`config.mk`:
```
export PLATFORM = sky130hd
export DESIGN_NAME = logica_juego
export DESIGN_NICKNAME = d
export VERILOG_FILES = /design/src/rtl/juego_pkg.sv /design/src/rtl/boton_antirrebote.sv /design/src/rtl/logica_juego.sv
export SDC_FILE = /design/constraint.sdc
export NUM_CORES = 1
export LEC_CHECK = 0
export ABC_AREA = 1
export ABC_CLOCK_PERIOD_IN_PS = 3850
export CAP_MARGIN = 10
export CORE_MARGIN = 1
export CORE_UTILIZATION = 66
export CTS_BUF_LIST = sky130_fd_sc_hd__clkbuf_4 sky130_fd_sc_hd__clkbuf_8
export CTS_CLUSTER_DIAMETER = 50
export CTS_CLUSTER_SIZE = 30
export DETAILED_ROUTE_END_ITERATION = 16
export MAX_ROUTING_LAYER = met4
export PLACE_DENSITY_LB_ADDON = 0.2
export SLEW_MARGIN = 20
export SYNTH_ARGS = -nofsm -noshare
export SYNTH_HDL_FRONTEND = slang
export SYNTH_HIERARCHICAL = 1
export SYNTH_SLANG_ARGS = --single-unit
```
`constraint.sdc`:
```
create_clock -name clk -period 3.85 [get_ports clk]
set_input_delay 0.385 -clock clk [delete_from_list [all_inputs] [get_ports clk]]
set_output_delay 0.385 -clock clk [all_outputs]
set_load 0.05 [all_outputs]
```
`src/rtl/juego_pkg.sv`:
```
// Shared types, line masks and board helpers for the tic-tac-toe engine.
package juego_pkg;

    localparam int NUM_CELDAS = 9;

    typedef enum logic [1:0] {
        PLAY  = 2'd0,
        CHECK = 2'd1,
        OVER  = 2'd2
    } estado_t;

    typedef enum logic [1:0] {
        GANA_NONE = 2'b00,
        GANA_X    = 2'b01,
        GANA_O    = 2'b10,
        GANA_DRAW = 2'b11
    } ganador_t;

    // Rows, columns, then the two diagonals; bit i is cell i in row-major order.
    localparam logic [8:0] LINEAS [8] = '{
        9'h007, 9'h038, 9'h1C0,
        9'h049, 9'h092, 9'h124,
        9'h111, 9'h054
    };

    function automatic logic hay_linea(input logic [8:0] marcas);
        hay_linea = 1'b0;
        for (int k = 0; k < 8; k++) begin
            if ((marcas & LINEAS[k]) == LINEAS[k]) begin
                hay_linea = 1'b1;
            end
        end
    endfunction

    // Next empty cell after pos (wrapping), or pos itself when no other cell is free.
    function automatic logic [3:0] siguiente_libre(input logic [3:0] pos,
                                                   input logic [8:0] ocupado);
        logic [3:0] p;
        logic       hallado;
        siguiente_libre = pos;
        p               = pos;
        hallado         = 1'b0;
        for (int i = 0; i < 8; i++) begin
            p = (p == 4'd8) ? 4'd0 : p + 4'd1;
            if (!hallado && !ocupado[p]) begin
                siguiente_libre = p;
                hallado         = 1'b1;
            end
        end
    endfunction

endpackage

```
`src/rtl/boton_antirrebote.sv`:
```
// Push-button conditioning: 2-flop synchronizer, level debounce, rising-edge pulse.
module boton_antirrebote #(
    parameter int DEBOUNCE_CYCLES = 250000
) (
    input  logic clk,
    input  logic rst,
    input  logic boton,
    output logic pulso
);

    localparam int CNT_W = $clog2(DEBOUNCE_CYCLES + 1);
    localparam logic [CNT_W-1:0] CNT_ULTIMO = CNT_W'(DEBOUNCE_CYCLES - 1);

    logic             sync1_r;
    logic             sync2_r;
    logic             estable_r;
    logic             estable_d_r;
    logic [CNT_W-1:0] cnt_r;
    logic             pulso_r;

    // Synchronize, debounce against the accepted level and register the edge pulse.
    always_ff @(posedge clk) begin
        if (rst) begin
            sync1_r     <= 1'b0;
            sync2_r     <= 1'b0;
            estable_r   <= 1'b0;
            estable_d_r <= 1'b0;
            cnt_r       <= '0;
            pulso_r     <= 1'b0;
        end else begin
            sync1_r     <= boton;
            sync2_r     <= sync1_r;
            estable_d_r <= estable_r;
            pulso_r     <= estable_r & ~estable_d_r;
            if (sync2_r == estable_r) begin
                cnt_r <= '0;
            end else if (cnt_r == CNT_ULTIMO) begin
                estable_r <= sync2_r;
                cnt_r     <= '0;
            end else begin
                cnt_r <= cnt_r + CNT_W'(1);
            end
        end
    end

    assign pulso = pulso_r;

endmodule

```
`src/rtl/logica_juego.sv`:
```
// Tic-tac-toe game-state engine: buttons, board, cursor, turn and result.
// Optional macro CURSOR_SKIP_EN: cursor skips occupied cells and auto-advances after a place.
module logica_juego
    import juego_pkg::*;
#(
    parameter int DEBOUNCE_CYCLES = 250000
) (
    input  logic       clk,
    input  logic       rst,
    input  logic       boton,
    input  logic       boton2,
    input  logic       boton3,
    output logic [8:0] cell_x,
    output logic [8:0] cell_o,
    output logic [3:0] cursor,
    output logic       turn,
    output logic [1:0] winner,
    output logic       game_over
);

    logic p_move_s, p_place_s, p_new_s;

    boton_antirrebote #(.DEBOUNCE_CYCLES(DEBOUNCE_CYCLES)) u_move (
        .clk(clk), .rst(rst), .boton(boton), .pulso(p_move_s));
    boton_antirrebote #(.DEBOUNCE_CYCLES(DEBOUNCE_CYCLES)) u_place (
        .clk(clk), .rst(rst), .boton(boton2), .pulso(p_place_s));
    boton_antirrebote #(.DEBOUNCE_CYCLES(DEBOUNCE_CYCLES)) u_new (
        .clk(clk), .rst(rst), .boton(boton3), .pulso(p_new_s));

    estado_t    estado_r, estado_nx;
    logic [8:0] cell_x_r, cell_x_nx, cell_o_r, cell_o_nx;
    logic [3:0] cursor_r, cursor_nx;
    logic       turn_r, turn_nx;
    logic [1:0] winner_r, winner_nx;
    logic       game_over_r;
    logic [8:0] ocupado_s, marca_s, jugador_s;

    // Next-state logic; p_new overrides everything, place wins over move.
    always_comb begin
        estado_nx = estado_r;
        cell_x_nx = cell_x_r;
        cell_o_nx = cell_o_r;
        cursor_nx = cursor_r;
        turn_nx   = turn_r;
        winner_nx = winner_r;
        ocupado_s = cell_x_r | cell_o_r;
        marca_s   = 9'd1 << cursor_r;
        jugador_s = turn_r ? cell_o_r : cell_x_r;
        if (p_new_s) begin
            estado_nx = PLAY;
            cell_x_nx = 9'd0;
            cell_o_nx = 9'd0;
            cursor_nx = 4'd0;
            turn_nx   = 1'b0;
            winner_nx = GANA_NONE;
        end else begin
            case (estado_r)
                PLAY: begin
                    if (p_place_s) begin
                        if ((ocupado_s & marca_s) == 9'd0) begin
                            if (turn_r) begin
                                cell_o_nx = cell_o_r | marca_s;
                            end else begin
                                cell_x_nx = cell_x_r | marca_s;
                            end
                            estado_nx = CHECK;
`ifdef CURSOR_SKIP_EN
                            cursor_nx = siguiente_libre(cursor_r, ocupado_s | marca_s);
`else
                            cursor_nx = cursor_r;
`endif
                        end else begin
                            estado_nx = PLAY;
                        end
                    end else if (p_move_s) begin
`ifdef CURSOR_SKIP_EN
                        cursor_nx = siguiente_libre(cursor_r, ocupado_s);
`else
                        cursor_nx = (cursor_r == 4'd8) ? 4'd0 : cursor_r + 4'd1;
`endif
                    end else begin
                        estado_nx = PLAY;
                    end
                end
                CHECK: begin
                    // turn_r still names the player who just placed
                    if (hay_linea(jugador_s)) begin
                        winner_nx = turn_r ? GANA_O : GANA_X;
                        estado_nx = OVER;
                    end else if (ocupado_s == 9'h1FF) begin
                        winner_nx = GANA_DRAW;
                        estado_nx = OVER;
                    end else begin
                        turn_nx   = ~turn_r;
                        estado_nx = PLAY;
                    end
                end
                OVER: begin
                    estado_nx = OVER;
                end
                default: begin
                    estado_nx = PLAY;
                end
            endcase
        end
    end

    // Game state registers; all outputs come straight from these flops.
    always_ff @(posedge clk) begin
        if (rst) begin
            estado_r    <= PLAY;
            cell_x_r    <= 9'd0;
            cell_o_r    <= 9'd0;
            cursor_r    <= 4'd0;
            turn_r      <= 1'b0;
            winner_r    <= GANA_NONE;
            game_over_r <= 1'b0;
        end else begin
            estado_r    <= estado_nx;
            cell_x_r    <= cell_x_nx;
            cell_o_r    <= cell_o_nx;
            cursor_r    <= cursor_nx;
            turn_r      <= turn_nx;
            winner_r    <= winner_nx;
            game_over_r <= (estado_nx == OVER);
        end
    end

    assign cell_x    = cell_x_r;
    assign cell_o    = cell_o_r;
    assign cursor    = cursor_r;
    assign turn      = turn_r;
    assign winner    = winner_r;
    assign game_over = game_over_r;

endmodule
```
==> flow_metrics.tcl <==
set metrics [dict create \
    grt-ovfl-total 0 \
    cts_tree "yes" \
    cts_setup_buffers 0 \
    netlist-cell-type-count 28 \
    final_nets 732 \
    setup-tns-final_ps 0 \
    tightest_slew_ps 748 \
    drc_errors 0 \
    crit_chain "clkdlybuf4s50_1" \
    htreeDepth 3 \
    outcome "complete, no violations" \
    syn_nets 701 \
    rsz0062_at_grt "no" \
    period_needed_ps 2390 \
    ir_drop_uv 187 \
    cts_buffer_depth 2 \
    slew_headroom_pct 50.1 \
    cp_max_fo 17 \
    ctsHoldBuffers 0 \
    pwr-share-clk_pct 39.1 \
    antennaDiodeCount 0 \
    clock-root-buffer "clkbuf_8" \
    grtUsageTotal_pct 26.5 \
    seq_area_frac_synth_pct 39.3 \
    power.density_mw_per_mm2 311 \
    vias 4338 \
    grt_max_degree 21 \
    synth_area_sq_mm 0.00495 \
    viasPerCell 5.28 \
    intPower_w 0.00133 \
    core.rowCount 31 \
    max_freq_ghz 0.418 \
    worst-setup-path-type "reg2out" \
    worstSetupEndpointType "output pin" \
    cp-start-kind "flop" \
    hold_viol 0 \
    totalPowerFinal_w 0.00170 \
    critPathTopFamily "buffers and inverters" \
    dr.pass1.iters 5 \
    drtIter0Drc 188 \
    setup_violations 0 \
    clk_latency_ps 360 \
    leakagePower_nw 1.84 \
    wl_per_cell_um 11.8 \
    seqPwrFrac_pct 59.3 \
    synth_area_leaders "dfxtp_1 (39%), nand2_1 (13%), nor2_1 (6.9%)" \
    final_layout_size_suffix_gt1_share_pct 11.1 \
    power_switching_share_pct 21.5 \
    top_level_ports 31 \
    synth_top_area_cell "dfxtp_1" \
    gp_congestion 0.909 \
    p_switching_w 0.000366 \
    p_comb_share_pct 1.6 \
    skew_ps 14.9 \
    synth_top_area_share_pct 39.3 \
    slowest_stage "clkdlybuf4s50_1" \
    drt-total-wl_um 9690 \
    grt_pass1_wl_um 15800 \
    clock_sinks 97 \
    worstHoldPathType "reg2reg" \
    crit_buf_inv 1 \
    core-area_sq_mm 0.00725 \
    yosys_warnings 6 \
    drv_cap 0 \
    ys_ff_latch 97 \
    antenna_found_initial 0 \
    die_x_um 88.6 \
    die_area_sq_mm 0.00784 \
    syn_inst 687 \
    fillers 575 \
    cts.reportedPaths.clkPinSlew_ps 90 \
    io_buffers 30 \
    cts_buffers 9 \
    die_y_um 88.6 \
    synth.avg_cell_area_sq_um 7.20 \
    cpPeakStageDelay_ps 920 \
    min_period_over_period_pct 62.1 \
    start_util_pct 68.2 \
    syn2layout_area_growth_pct 10.3 \
    final_antenna_net_count 0 \
    grt_pass1_vias 3836 \
    cts_resized 0 \
    arrival_ps 2010 \
    drv_slew 0 \
    required_ps 3460 \
    hpwl_um 7170 \
]
-- stage by stage --
step	setup WS, ps	cell area, sq um	hold WS (ps)	instances	util [%]
floorplan	1730	4950	374	687	-
global placement	1750	5250	382	806	72.4
detailed placement	1600	5250	389	806	72.4
CTS	1440	5460	401	822	75.2
global route	1390	5460	412	822	75.2
finish	1460	5460	401	822	75.2
-- cells by family after synthesis --
kind of cell               count (synthesis)  synth area share, %
AOI/OAI and AO/OA                         69                 7.08
xor gates and xnor gates                  27                 4.78
adders and majority gates                  9                 2.28
buffers and inverters                     86                 8.15
DFF                                       97                 39.3
and+or+nand+nor                          399                 38.5
-- state kept, by name, summed over array words and instances, names as in the netlist, 2 cells and up --
name           cells
u_new/cnt_r       18
u_place/cnt_r     18
cursor             4
u_move/cnt_r      18
cell_x             9
estado_r           2
cell_o             9
winner             2
-- routing by layer --
layer	up-vias	track usage (%)	part of all wire, %
met4	0	11.0	2.3
li1	2234	-	-
met5	-	-	0
met1	1983	30.3	44
met2	94	46.2	49
met3	27	4.20	4.3
-- worst paths after layout --
path | startpoint | end | slack [ps] | cells after the start
setup / recovery | turn | turn | 1460 | 1
hold / removal | u_place/estable_d_r | u_place/pulso | 400 | 1
setup reg to reg | cursor[2] | cell_x[5] | 1670 | 9
hold reg to reg | u_place/estable_d_r | u_place/pulso | 400 | 1
-- power groups by stage --
stage / clock, W / sequential (W) / combinational, W
final: 0.000664 / 0.00101 / 0.0000269
after global routing: 0.000717 / 0.00101 / 0.0000306
after CTS: 0.000682 / 0.00101 / 0.0000275
after detailed placement: 0 / 0.00103 / 0.0000274
after global placement: 0 / 0.00103 / 0.0000262
after floorplan: 0 / 0.00103 / 0.0000207
-- cell usage after synthesis, drive strengths merged --
master and number:
buf 7, nand3b 3, clkbuf 3, o21a 1, or2 9, o21ai 14, inv 76, nor2 135
ha 9, a211oi 1, nand3 37, nand2 179, nor3 12, nand4 24, xnor2 6, dfxtp 97
a21oi 53, xor2 21
-- cell type report --
cell class | count | area (sq um) | area share (%)
Tap cell | 99 | 124 | 2.27
Clock inverter | 6 | 66.3 | 1.22
Sequential cell | 97 | 1940 | 35.6
Multi-Input combinational cell | 504 | 2600 | 47.7
Inverter | 76 | 285 | 5.23
Clock buffer | 10 | 138 | 2.52
Timing Repair Buffer | 30 | 300 | 5.50
-- placed cells by master, fill, tap and decap left out, drive strengths merged, types with 6 or more instances in the layout --
master and instances:
ha 9, or2 9, dfxtp 97, inv 77, clkdlybuf4s50 30, nand4 24
nand2 179, nor2 135, xor2 21, a21oi 53, nand3 37, nor3 12
xnor2 6, o21ai 14, clkbuf 10
-- worst register-to-register path: stages (launching register included) --
cell     delay (ps)
dfxtp_1         500
inv_2           110
ha_1            210
inv_1            70
nor2_2           50
nand2_1          70
nand3_1         120
nor3_4          610
nand4_1         200
a21oi_1         180
No activity file was read; power rests on OpenSTA's default activity.
==> RTL change 1: new RTL, same flow settings <==
The option `CURSOR_SKIP_EN` is turned on by a define.
--- a/src/rtl/logica_juego.sv
+++ b/src/rtl/logica_juego.sv
@@ -1,5 +1,7 @@
 // Tic-tac-toe game-state engine: buttons, board, cursor, turn and result.
 // Optional macro CURSOR_SKIP_EN: cursor skips occupied cells and auto-advances after a place.
+`define CURSOR_SKIP_EN
+
 module logica_juego
     import juego_pkg::*;
 #(
Function: no difference found for any inputs over 10 cycles, from zero or initial values and one cycle with rst high; that may be too few to reach the edited logic, so the function may still have changed.
==> RTL change 1 against the original RTL <==
The flow now finishes with violations (negative setup slack). Total power about the same. Synthesized area grew 61%. Count of clock-buffer cells in the layout decreased by 1. Sequential cell count is the same. Clock skew shrank 0.0031 ns. Highest routed layer unchanged. Sequential share of layout area shrank 17 points. Clock power about the same. Worst setup slack lost 2.3 ns. Routed wire length rose to 2.8 times the old value. Largest power group unchanged. Maximum frequency shrank 49%. Critical endpoint is now cursor[1]$_SDFFE_PP0P_. Synthesized cell count rose by 79%. Worst hold slack better by 0.011 ns. Final area up 90%.
==> RTL change 1: results <==
{
  "xor_xnor_fraction_of_synth_area_pct": 3.42,
  "grt.met3_usage_pct": 9.20,
  "synth_top_cells_by_area": "sky130_fd_sc_hd__dfxtp_1 24%, sky130_fd_sc_hd__nand2_1 12%, sky130_fd_sc_hd__nand3_1 8.9%",
  "leakage_nw": 4.16,
  "nNetsFinal": 1449,
  "synth_fa_ha_area_share_pct": 3.45,
  "drt-met1-wl_um": 10500,
  "top_cell_types_by_occurrence_after_synthesis": "256 x sky130_fd_sc_hd__nand2_1, 142 x sky130_fd_sc_hd__nand3_1, 136 x sky130_fd_sc_hd__nor2_1",
  "met2RoutedLength_um": 12600,
  "max-vdd-ir-drop_mv": 0.296,
  "regToRegStartpoint": "cursor[0]$_SDFFE_PP0P_",
  "first_iter_violations": 1254,
  "outcome": "complete, but fails checks",
  "final_setup_viols": 4,
  "critical_path.max_stage_delay_ns": 0.37,
  "violations": "negative setup slack",
  "r2r.worst_path.cells": 36,
  "pwr.group.combinational_mw": 0.0284,
  "first_pass_grt_wire_length_um": 43300,
  "dr_total_vias": 9695,
  "number_of_global_route_vias_before_repair": 9147,
  "place.detailed.instances": 1537,
  "min_delay_worst_endpoint": "u_move/pulso$_SDFF_PP0_",
  "gr-usage-all-layers_pct": 44.5,
  "post-route-worst-setup-slack_ns": -0.838,
  "syn-instance-count": 1233,
  "timing.critical_path.from": "cursor[0]$_SDFFE_PP0P_",
  "postSynthNetCount": 1260,
  "dr.pass1.iters": 7,
  "tightestPinTransition_ns": 0.613,
  "maximum_number_of_pins_on_one_net_before_global_route_repair": 23,
  "timing.critical_path.fanout_max": 9,
  "synth_compound_area_share_pct": 14.9,
  "reg2reg_to": "cursor[1]$_SDFFE_PP0P_",
  "sum_of_routed_wire_length_over_all_layers_um": 27600,
  "totalNegativeSetupSlack_ns": -3.17,
  "met3WireLength_um": 3070
}
==> RTL change 1: how the worst max path moves through the flow <==
| stage | depth (start not counted) | to |
|---|---|---|
| after detailed placement | 33 | cursor[1]$_SDFFE_PP0P_ |
| final | 36 | cursor[1]$_SDFFE_PP0P_ |
| after floorplan | 46 | cursor[0]$_SDFFE_PP0P_ |
| after CTS | 37 | cursor[1]$_SDFFE_PP0P_ |
| after global placement | 31 | cursor[1]$_SDFFE_PP0P_ |
| after global routing | 38 | cursor[0]$_SDFFE_PP0P_ |
==> RTL change 1: area by class of cell <==
cell class | instances | area, sq um
Multi-Input combinational cell | 984 | 5830
Tap cell | 143 | 179
Sequential cell | 97 | 1950
Inverter | 125 | 492
Clock inverter | 7 | 71.3
Timing Repair Buffer | 205 | 1710
Clock buffer | 9 | 124
Fill cell | 613 | 1260
==> RTL change 1: timing repair <==
action,in CTS,in global routing
setup endpoints to repair,4,4
pin swaps,24,29
setup buffers,5,10
hold endpoints to repair,0,0
gates resized for setup,67,28
cloned,2,0
==> RTL change 2: new RTL, same settings <==
Without the edit above. Remove the register `game_over_r`: a continuous assignment takes its place, so the output `game_over` follows one clock earlier.
--- a/src/rtl/logica_juego.sv
+++ b/src/rtl/logica_juego.sv
@@ -114,7 +114,6 @@
             cursor_r    <= 4'd0;
             turn_r      <= 1'b0;
             winner_r    <= GANA_NONE;
-            game_over_r <= 1'b0;
         end else begin
             estado_r    <= estado_nx;
             cell_x_r    <= cell_x_nx;
@@ -122,9 +121,10 @@
             cursor_r    <= cursor_nx;
             turn_r      <= turn_nx;
             winner_r    <= winner_nx;
-            game_over_r <= (estado_nx == OVER);
         end
     end
+
+    assign game_over_r = (estado_nx == OVER);
 
     assign cell_x    = cell_x_r;
     assign cell_o    = cell_o_r;
Function: no difference found for any inputs over 10 cycles, from zero or initial values and one cycle with rst high; that may be too few to reach the edited logic, so the function may still have changed.
==> RTL change 2 against the original RTL <==
Total power decreased by 4.9%. Largest cell class unchanged. Critical path depth is 11 higher. Count of clock-buffer cells in the layout is the same. Synthesized area fell by 0.46%. Worst setup slack worse by 0.89 ns. Worst hold slack gained 0.0064 ns. Critical path type unchanged. Sequential cell count is 1 lower. Final area shrank 0.85%. Register-to-register slack gained 0.21 ns. Routed wire length grew 2.7%. Utilization is 0.24 points lower.
==> RTL change 2: results <==
{
  "reg2reg_to": "estado_r[1]$_SDFF_PP0_",
  "dr_total_vias": 4394,
  "hold_ws_ns": 0.407,
  "fillCellCount": 597,
  "maximum_number_of_pins_on_one_net_before_global_route_repair": 26,
  "layout-drive-gt1-share_pct": 11.1,
  "place.detailed.instances": 804,
  "top_cell_types_by_occurrence_after_synthesis": "162 x sky130_fd_sc_hd__nand2_1, 101 x sky130_fd_sc_hd__nor2_1, 96 x sky130_fd_sc_hd__dfxtp_1",
  "synth_top_cells_by_area": "sky130_fd_sc_hd__dfxtp_1 39%, sky130_fd_sc_hd__nand2_1 12%, sky130_fd_sc_hd__nor2_1 7.7%",
  "multiplexer_share_of_the_synthesized_area_pct": 0,
  "first_iter_violations": 263,
  "synth_cell_type_count": 30,
  "tightestPinTransition_ns": 0.581,
  "r2r.worst_path.cells": 11,
  "timing.critical_path.fanout_max": 25,
  "max-vdd-ir-drop_mv": 0.327,
  "number_of_global_route_vias_before_repair": 3996,
  "synth_fa_ha_area_share_pct": 2.29,
  "post_drt_wl_per_cell_um": 12.1,
  "regToRegStartpoint": "turn$_SDFFE_PP0P_",
  "place_worst_setup_slack_ns": 0.746,
  "critical_path.max_stage_delay_ns": 0.70,
  "hpwl_um": 7250,
  "min_delay_worst_endpoint": "u_move/pulso$_SDFF_PP0_",
  "via_per_inst": 5.36,
  "placedInstanceArea_sq_um": 5230,
  "first_pass_grt_wire_length_um": 17000,
  "setup_skew_ns": 0.0117,
  "p_clk_mw": 0.591,
  "xor_xnor_fraction_of_synth_area_pct": 4.80,
  "postSynthNetCount": 700,
  "timing.reg2reg.setup_slack_ns": 1.88,
  "gr-usage-all-layers_pct": 28.5,
  "nNetsFinal": 730,
  "timing.critical_path.arrival_ns": 2.90,
  "leakage_nw": 1.83,
  "async_reset_ff_share_pct": 0,
  "power.total_mw": 1.62,
  "synthesis.area_per_instance_sq_um": 7.18,
  "ys_seq_area_share_pct": 39.0,
  "gp_congestion": 0.911,
  "outcome": "completed",
  "synth_compound_area_share_pct": 6.99,
  "internal_power_mw": 1.25,
  "critical_path.slowest_cell": "sky130_fd_sc_hd__clkdlybuf4s50_1",
  "hold_start": "u_move/estable_d_r$_SDFF_PP0_"
}
-- RTL change 2: cell count changes in the layout (fill, tap and decap cells not counted), sizes merged, moves of 2 or more --
cell and change:
clkinvlp -2, nand2 -8, inv +2, clkinv +3, nor2 +9, nor3 -6
-- RTL change 2: routing by layer --
layer	vias to the layer above	track usage, %	part of all wire (%)
met5	-	-	0
met4	0	12.9	2.0
met3	26	5.60	4.5
met2	125	46.7	49
met1	2016	33.7	44
li1	2227	-	-
-- RTL change 2: final cells by class --
class | instances | area (sq um) | area share, %
repair buffers | 30 | 300 | 5.55
flip-flops and latches | 96 | 1920 | 35.5
clock buffers | 10 | 131 | 2.43
multi-input cells | 501 | 2590 | 48.0
well taps | 99 | 124 | 2.29
clock inverters | 6 | 43.8 | 0.809
inverters | 78 | 293 | 5.41
-- RTL change 2: worst max-delay path by stage --
stage                end         startpoint  cells after the start  slack, ns
6_report       game_over  turn$_SDFFE_PP0P_                     12       0.57
5_1_grt        game_over  turn$_SDFFE_PP0P_                     12       0.31
4_1_cts        game_over  turn$_SDFFE_PP0P_                     12       0.29
3_5_place_dp   game_over  turn$_SDFFE_PP0P_                     12       0.75
3_3_place_gp   game_over  turn$_SDFFE_PP0P_                     12       0.84
2_1_floorplan  game_over  turn$_SDFFE_PP0P_                     11       1.16
-- RTL change 2: worst register-to-register path: cells and delay by family, from the launching register on --
kind	cells	cell delay [ns]
buffers and inverters	1	0.24
and+or+nand+nor	9	0.93
DFF	1	0.61
AOI/OAI and AO/OA	1	0.07
-- RTL change 2: timing repair --
action                     4_1_cts  5_1_grt
setup endpoints to repair        0        1
hold buffers                     0        0
resized for setup                0        1
